--- src/rtl/keypad_pkg.sv ---
// keypad_pkg: shared types and helpers for the keypad entry controller.
//   state_t    - controller states
//   KEY_*      - command key codes on the keypad bus
//   is_digit() - true for key codes 0x0..0x9
package keypad_pkg;

  typedef enum logic [1:0] {
    IDLE    = 2'd0,
    COLLECT = 2'd1,
    CHECK   = 2'd2,
    LOCKOUT = 2'd3
  } state_t;

  localparam logic [3:0] KEY_ARM    = 4'hA;
  localparam logic [3:0] KEY_DISARM = 4'hB;
  localparam logic [3:0] KEY_CLEAR  = 4'hF;

  function automatic logic is_digit(input logic [3:0] code);
    return (code <= 4'd9);
  endfunction

endpackage

--- src/rtl/cycle_timer.sv ---
// cycle_timer: elapsed-cycle timer used for the inter-digit timeout and the
// lockout period.
//   sys_clk - clock (rising edge)
//   reset   - synchronous active-high reset
//   start   - restart counting from zero at this edge (wins over done)
//   run     - count this cycle
//   done    - combinational; high on the cycle whose closing edge is the
//             LIMIT-th edge after the last start, while run is high
module cycle_timer #(
  parameter int unsigned LIMIT = 200
) (
  input  logic sys_clk,
  input  logic reset,
  input  logic start,
  input  logic run,
  output logic done
);

  localparam int unsigned W = $clog2(LIMIT + 1);
  localparam logic [W-1:0] LAST = W'(LIMIT - 1);
  localparam logic [W-1:0] TOP  = W'(LIMIT);

  logic [W-1:0] r_cnt;

  // Saturates at LIMIT so a stalled timer never wraps back into range.
  always_ff @(posedge sys_clk) begin
    if (reset) begin
      r_cnt <= '0;
    end else if (start) begin
      r_cnt <= '0;
    end else if (run && (r_cnt != TOP)) begin
      r_cnt <= r_cnt + 1'b1;
    end
  end

  assign done = run && !start && (r_cnt == LAST);

endmodule

--- src/rtl/keypad_code_ctrl.sv ---
// keypad_code_ctrl: collects PIN entries from a strobed keypad, validates
// them against a loadable stored PIN and emits one-cycle arm/disarm/bad
// pulses; enforces an inter-digit timeout and a lockout after MAX_FAILS
// consecutive bad codes.
//   sys_clk, reset        - clock, synchronous active-high reset
//   key_valid, key_code   - keypad strobe and code (0-9, A arm, B disarm, F clear)
//   pin_load, pin_value   - stored-PIN replacement (accepted in IDLE only)
//   arm_cmd, disarm_cmd   - one-cycle command pulses on a matching entry
//   bad_code              - one-cycle pulse on a rejected entry
//   entry_active          - entry in progress
//   locked_out            - lockout period active
//   fail_count            - consecutive failures
module keypad_code_ctrl
  import keypad_pkg::*;
#(
  parameter int unsigned              PIN_DIGITS     = 4,
  parameter logic [4*PIN_DIGITS-1:0]  DEFAULT_PIN    = 16'h1234,
  parameter int unsigned              DIGIT_TIMEOUT  = 200,
  parameter int unsigned              MAX_FAILS      = 3,
  parameter int unsigned              LOCKOUT_CYCLES = 1000
) (
  input  logic                             sys_clk,
  input  logic                             reset,
  input  logic                             key_valid,
  input  logic [3:0]                       key_code,
  input  logic                             pin_load,
  input  logic [4*PIN_DIGITS-1:0]          pin_value,
  output logic                             arm_cmd,
  output logic                             disarm_cmd,
  output logic                             bad_code,
  output logic                             entry_active,
  output logic                             locked_out,
  output logic [$clog2(MAX_FAILS+1)-1:0]   fail_count
);

  localparam int unsigned BW = 4 * PIN_DIGITS;
  localparam int unsigned CW = $clog2(PIN_DIGITS + 1);
  localparam int unsigned FW = $clog2(MAX_FAILS + 1);
  localparam logic [CW-1:0] FULL     = CW'(PIN_DIGITS);
  localparam logic [FW-1:0] FAIL_MAX = FW'(MAX_FAILS);

  state_t          r_state, w_state_nxt;
  logic [BW-1:0]   r_buf;
  logic [BW-1:0]   r_pin;
  logic [CW-1:0]   r_count;
  logic            r_ovf;
  logic            r_cmd_arm;
  logic [FW-1:0]   r_fail;

  logic            w_digit;
  logic            w_match;
  logic [FW-1:0]   w_fail_inc;
  logic            w_to_start, w_to_done;
  logic            w_lk_start, w_lk_done;

  assign w_digit    = key_valid && is_digit(key_code);
  assign w_match    = (r_count == FULL) && !r_ovf && (r_buf == r_pin);
  assign w_fail_inc = r_fail + 1'b1;

  // Any strobe inside an entry restarts the idle window, ignored codes included.
  assign w_to_start = key_valid &&
                      (((r_state == IDLE) && !pin_load && w_digit) ||
                       (r_state == COLLECT));
  assign w_lk_start = (r_state == CHECK) && !w_match && (w_fail_inc == FAIL_MAX);

  cycle_timer #(.LIMIT(DIGIT_TIMEOUT)) u_digit_timer (
    .sys_clk (sys_clk),
    .reset   (reset),
    .start   (w_to_start),
    .run     (r_state == COLLECT),
    .done    (w_to_done)
  );

  cycle_timer #(.LIMIT(LOCKOUT_CYCLES)) u_lockout_timer (
    .sys_clk (sys_clk),
    .reset   (reset),
    .start   (w_lk_start),
    .run     (r_state == LOCKOUT),
    .done    (w_lk_done)
  );

  always_ff @(posedge sys_clk) begin
    if (reset) r_state <= IDLE;
    else       r_state <= w_state_nxt;
  end

  always_comb begin
    w_state_nxt  = r_state;
    arm_cmd      = 1'b0;
    disarm_cmd   = 1'b0;
    bad_code     = 1'b0;
    entry_active = 1'b0;
    locked_out   = 1'b0;
    unique case (r_state)
      IDLE: begin
        if (!pin_load && w_digit) w_state_nxt = COLLECT;
      end
      COLLECT: begin
        entry_active = 1'b1;
        if (key_valid) begin
          if ((key_code == KEY_ARM) || (key_code == KEY_DISARM)) w_state_nxt = CHECK;
          else if (key_code == KEY_CLEAR)                        w_state_nxt = IDLE;
        end else if (w_to_done) begin
          w_state_nxt = IDLE;
        end
      end
      CHECK: begin
        arm_cmd    = w_match && r_cmd_arm;
        disarm_cmd = w_match && !r_cmd_arm;
        bad_code   = !w_match;
        w_state_nxt = w_lk_start ? LOCKOUT : IDLE;
      end
      LOCKOUT: begin
        locked_out = 1'b1;
        if (w_lk_done) w_state_nxt = IDLE;
      end
      default: w_state_nxt = IDLE;
    endcase
  end

  always_ff @(posedge sys_clk) begin
    if (reset) begin
      r_buf     <= '0;
      r_pin     <= DEFAULT_PIN;
      r_count   <= '0;
      r_ovf     <= 1'b0;
      r_cmd_arm <= 1'b0;
      r_fail    <= '0;
    end else begin
      unique case (r_state)
        IDLE: begin
          if (pin_load) begin
            r_pin <= pin_value;
          end else if (w_digit) begin
            r_buf   <= BW'(key_code);
            r_count <= CW'(1);
            r_ovf   <= 1'b0;
          end
        end
        COLLECT: begin
          if (key_valid) begin
            if (is_digit(key_code)) begin
              if (r_count < FULL) begin
                r_buf   <= (r_buf << 4) | BW'(key_code);
                r_count <= r_count + 1'b1;
              end else begin
                r_ovf <= 1'b1;
              end
            end else if ((key_code == KEY_ARM) || (key_code == KEY_DISARM)) begin
              r_cmd_arm <= (key_code == KEY_ARM);
            end else if (key_code == KEY_CLEAR) begin
              r_buf   <= '0;
              r_count <= '0;
              r_ovf   <= 1'b0;
            end
          end else if (w_to_done) begin
            r_buf   <= '0;
            r_count <= '0;
            r_ovf   <= 1'b0;
          end
        end
        CHECK: begin
          r_fail <= w_match ? '0 : w_fail_inc;
        end
        LOCKOUT: begin
          if (w_lk_done) r_fail <= '0;
        end
        default: ;
      endcase
    end
  end

  assign fail_count = r_fail;

endmodule

--- config.mk ---
export PLATFORM = sky130hd
export DESIGN_NAME = keypad_code_ctrl
export DESIGN_NICKNAME = d
export VERILOG_FILES = /design/src/rtl/keypad_pkg.sv /design/src/rtl/cycle_timer.sv /design/src/rtl/keypad_code_ctrl.sv
export SDC_FILE = /design/constraint.sdc
export NUM_CORES = 1
export LEC_CHECK = 0
export ABC_AREA = 1
export CAP_MARGIN = 20
export CORE_MARGIN = 2
export CORE_UTILIZATION = 35
export DETAILED_ROUTE_END_ITERATION = 8
export DONT_BUFFER_PORTS = 1
export HOLD_SLACK_MARGIN = 0.08
export PLACE_DENSITY = 0.54
export SLEW_MARGIN = 40
export SYNTH_ARGS = -nofsm -noshare
export SYNTH_HDL_FRONTEND = slang
export SYNTH_SLANG_ARGS = --single-unit
--- constraint.sdc ---
create_clock -name sys_clk -period 3.5 [get_ports sys_clk]
set_input_delay 0.35 -clock sys_clk [delete_from_list [all_inputs] [get_ports sys_clk]]
set_output_delay 0.35 -clock sys_clk [all_outputs]
set_load 0.02 [all_outputs]
==> impl_metrics.json <==
{
  "layout-drive-gt1-share_pct": 9.80,
  "max_stage_delay_ns": 0.35,
  "antenna_left": 0,
  "synthArstFlopShare_pct": 0,
  "critical-path-top-delay-family": "simple AND/OR/NAND/NOR gates",
  "leakage_uw": 0.00141,
  "yosysSeqAreaShare_pct": 38.2,
  "die_w_um": 98.0,
  "grt_pass1_wl_um": 11200,
  "post-route-period-util_pct": 61.6,
  "synth-seq-cells": 59,
  "clk_pin_slew_worst_paths_ns": 0.06,
  "fmax_mhz": 464,
  "final_core_util_pct": 39.1,
  "hold_path.class": "input pin to flop",
  "synth_common_cells": "nand2_1, nor2_1, inv_1, dfxtp_1, nand3_1",
  "rr_startpoint": "r_state[0]",
  "final_area_um2": 3380,
  "cp_slowest_cell": "nor2_1",
  "rr_endpoint": "r_buf[3]",
  "cts_buffer_depth": 2,
  "cts_made_buffers": 9,
  "synthCells": 451,
  "wl_met1_um": 2960,
  "antenna_found_initial": 0,
  "cp-end-kind": "primary output",
  "crit_top_cell": "nor2_1",
  "place_hpwl_um": 4830,
  "clockRootBuffer": "clkbuf_8",
  "synth.most_common_cell": "nand2_1",
  "path_buf_inv": 1,
  "ys_types": 34,
  "antenna_cells": 0,
  "tightest_slew_ns": 0.730,
  "grt_start_max_net_pins": 26,
  "htree_levels": 3,
  "drt_iter0_drc": 80,
  "worst_ep_required_time_ns": 3.15,
  "min_from": "key_code[0]",
  "dp.cells": 550,
  "synth_edf_count": 0,
  "final_cells": 567,
  "critPathMaxFanout": 3,
  "grt_use_total_pct": 14.5,
  "p_per_area_nw_per_um2": 457,
  "postCtsSetupRepairBufs": 0,
  "area_growth_pct": 9.40,
  "avgSynthCellArea_um2": 6.85,
  "synth_area_leaders": "dfxtp_1, nand2_1, nor2_1",
  "dp_slack_ns": 1.46,
  "slew_headroom_pct": 51.0,
  "grt_pass1_vias": 2450,
  "worst_slack_ns": 1.35,
  "hold_end": "r_cmd_arm",
  "reg2regPathDepth": 8,
  "dieArea_um2": 9590,
  "layout.nets": 485,
  "via_per_inst": 4.65,
  "vias": 2637,
  "postRouteWirelength_um": 6640,
  "ir_worst_vdd_mv": 0.154,
  "wl_met3_um": 387,
  "worstSetupStartpointType": "flop",
  "clock-skew-final_ns": 0.0101,
  "postCtsHoldBufs": 1,
  "status": "completed",
  "drc": 0,
  "grt_remaining_overflow": 0,
  "whs_path_depth": 1,
  "clk_latency_ns": 0.34,
  "arrival_ns": 1.80,
  "synth.net_count": 482,
  "netlist.area_leader.share_pct": 38.2,
  "final_max_slew_viol_count": 0,
  "wl_met2_um": 3220,
  "ys_warn_count": 0,
  "gp_congestion": 0.758,
  "worst-path-stages": 8,
  "reg2reg_setup_slack_ns": 1.46,
  "worstPathCellList": "inv_1 > ha_1 > nand2_1 > nor2_1 > nand3_1 > nor2_1 > nand4_1 > nor2_1",
  "hold_viol_final": 0,
  "cts_tree": "yes",
  "post_cts_resized": 0,
  "yosysTopAreaCell": "dfxtp_1",
  "cap_violations": 0,
  "setup_violations": 0,
  "path_class": "flop to primary output",
  "topRoutingLayerUsed": "met4",
  "synth_area_um2": 3090,
  "rsz0062_at_grt": "no",
  "start_util_pct": 35.8,
  "io_pins": 31,
  "wire_per_inst_um": 11.7,
  "numPortBuffers": 0,
  "min_period_ns": 2.15,
  "numClockSinks": 59,
  "num_rows": 34,
  "coreArea_um2": 8640,
  "synthFlopType": "dfxtp_1",
  "die_h_um": 98.0,
  "first_pass_iters": 4,
  "placed_area_um2": 3170,
  "tns_ns": 0
}
==> metrics by stage <==
step / hold slack, ns / total power [uW]
4_1_cts: 0.0952 / 1570
6_report: 0.112 / 1540
5_1_grt: 0.111 / 1630
3_3_place_gp: 0.419 / 917
3_5_place_dp: 0.419 / 919
2_1_floorplan: 0.437 / 894
==> cell families after synthesis <==
logic type / after synthesis / share of synthesized area (%)
buffers and inverters: 74 / 9.80
DFF: 59 / 38.2
and+or+nand+nor: 242 / 34.5
adders and majority gates: 7 / 2.84
xor gates and xnor gates: 16 / 4.54
AOI/OAI and AO/OA: 53 / 10.0
==> worst max-delay path by stage <==
stage	slack (ns)	to	from
finish	1.35	disarm_cmd	r_count[0]
global route	1.19	arm_cmd	r_count[1]
CTS	1.29	disarm_cmd	r_count[0]
detailed placement	1.46	r_buf[3]	r_state[0]
global placement	1.50	r_buf[6]	r_state[0]
floorplan	1.92	arm_cmd	r_count[0]
==> cells in the final DEF, fill, tap and decap left out, types with 2 or more instances in the layout <==
cell      instances
a21oi_1          16
a21oi_2           9
clkbuf_8         11
clkinv_2          2
dfxtp_1          59
ha_1              7
inv_1            60
inv_2             4
nand2_1         109
nand2_2           2
nand2_4           3
nand3_1          27
nand4_1           6
nor2_1           74
nor2_4            3
nor3_1            7
nor3_2            3
o211ai_1          2
o21ai_0          22
or2_2             2
xnor2_1          10
xor2_1            6
==> report_power, final <==
group / internal [uW] / switching [uW] / total [uW]
clock network: 367 / 271 / 638
logic: 59.8 / 118 / 178
registers: 706 / 23.6 / 729
==> per-layer routing <==
metal  vias to the layer above  track usage [%]
li1                       1415                -
met2                        40             25.0
met1                      1176             16.5
met4                         0             5.77
met5                         -                0
met3                         6             4.94
==> state kept, by name, summed over array words and instances (netlist names) <==
register,count
fail_count,2
r_buf,16
r_cmd_arm,1
r_count,3
r_ovf,1
r_pin,16
r_state,2
u_digit_timer.r_cnt,8
u_lockout_timer.r_cnt,10
==> cell type report <==
type	instances	area [um^2]
clock buffer	12	155
clock inverter	4	48.8
fill	963	5260
inverter	65	244
multi-input combinational	318	1610
sequential	59	1180
tap	108	135
timing repair buffer	1	10.0
No activity file was read; power rests on OpenSTA's default activity.
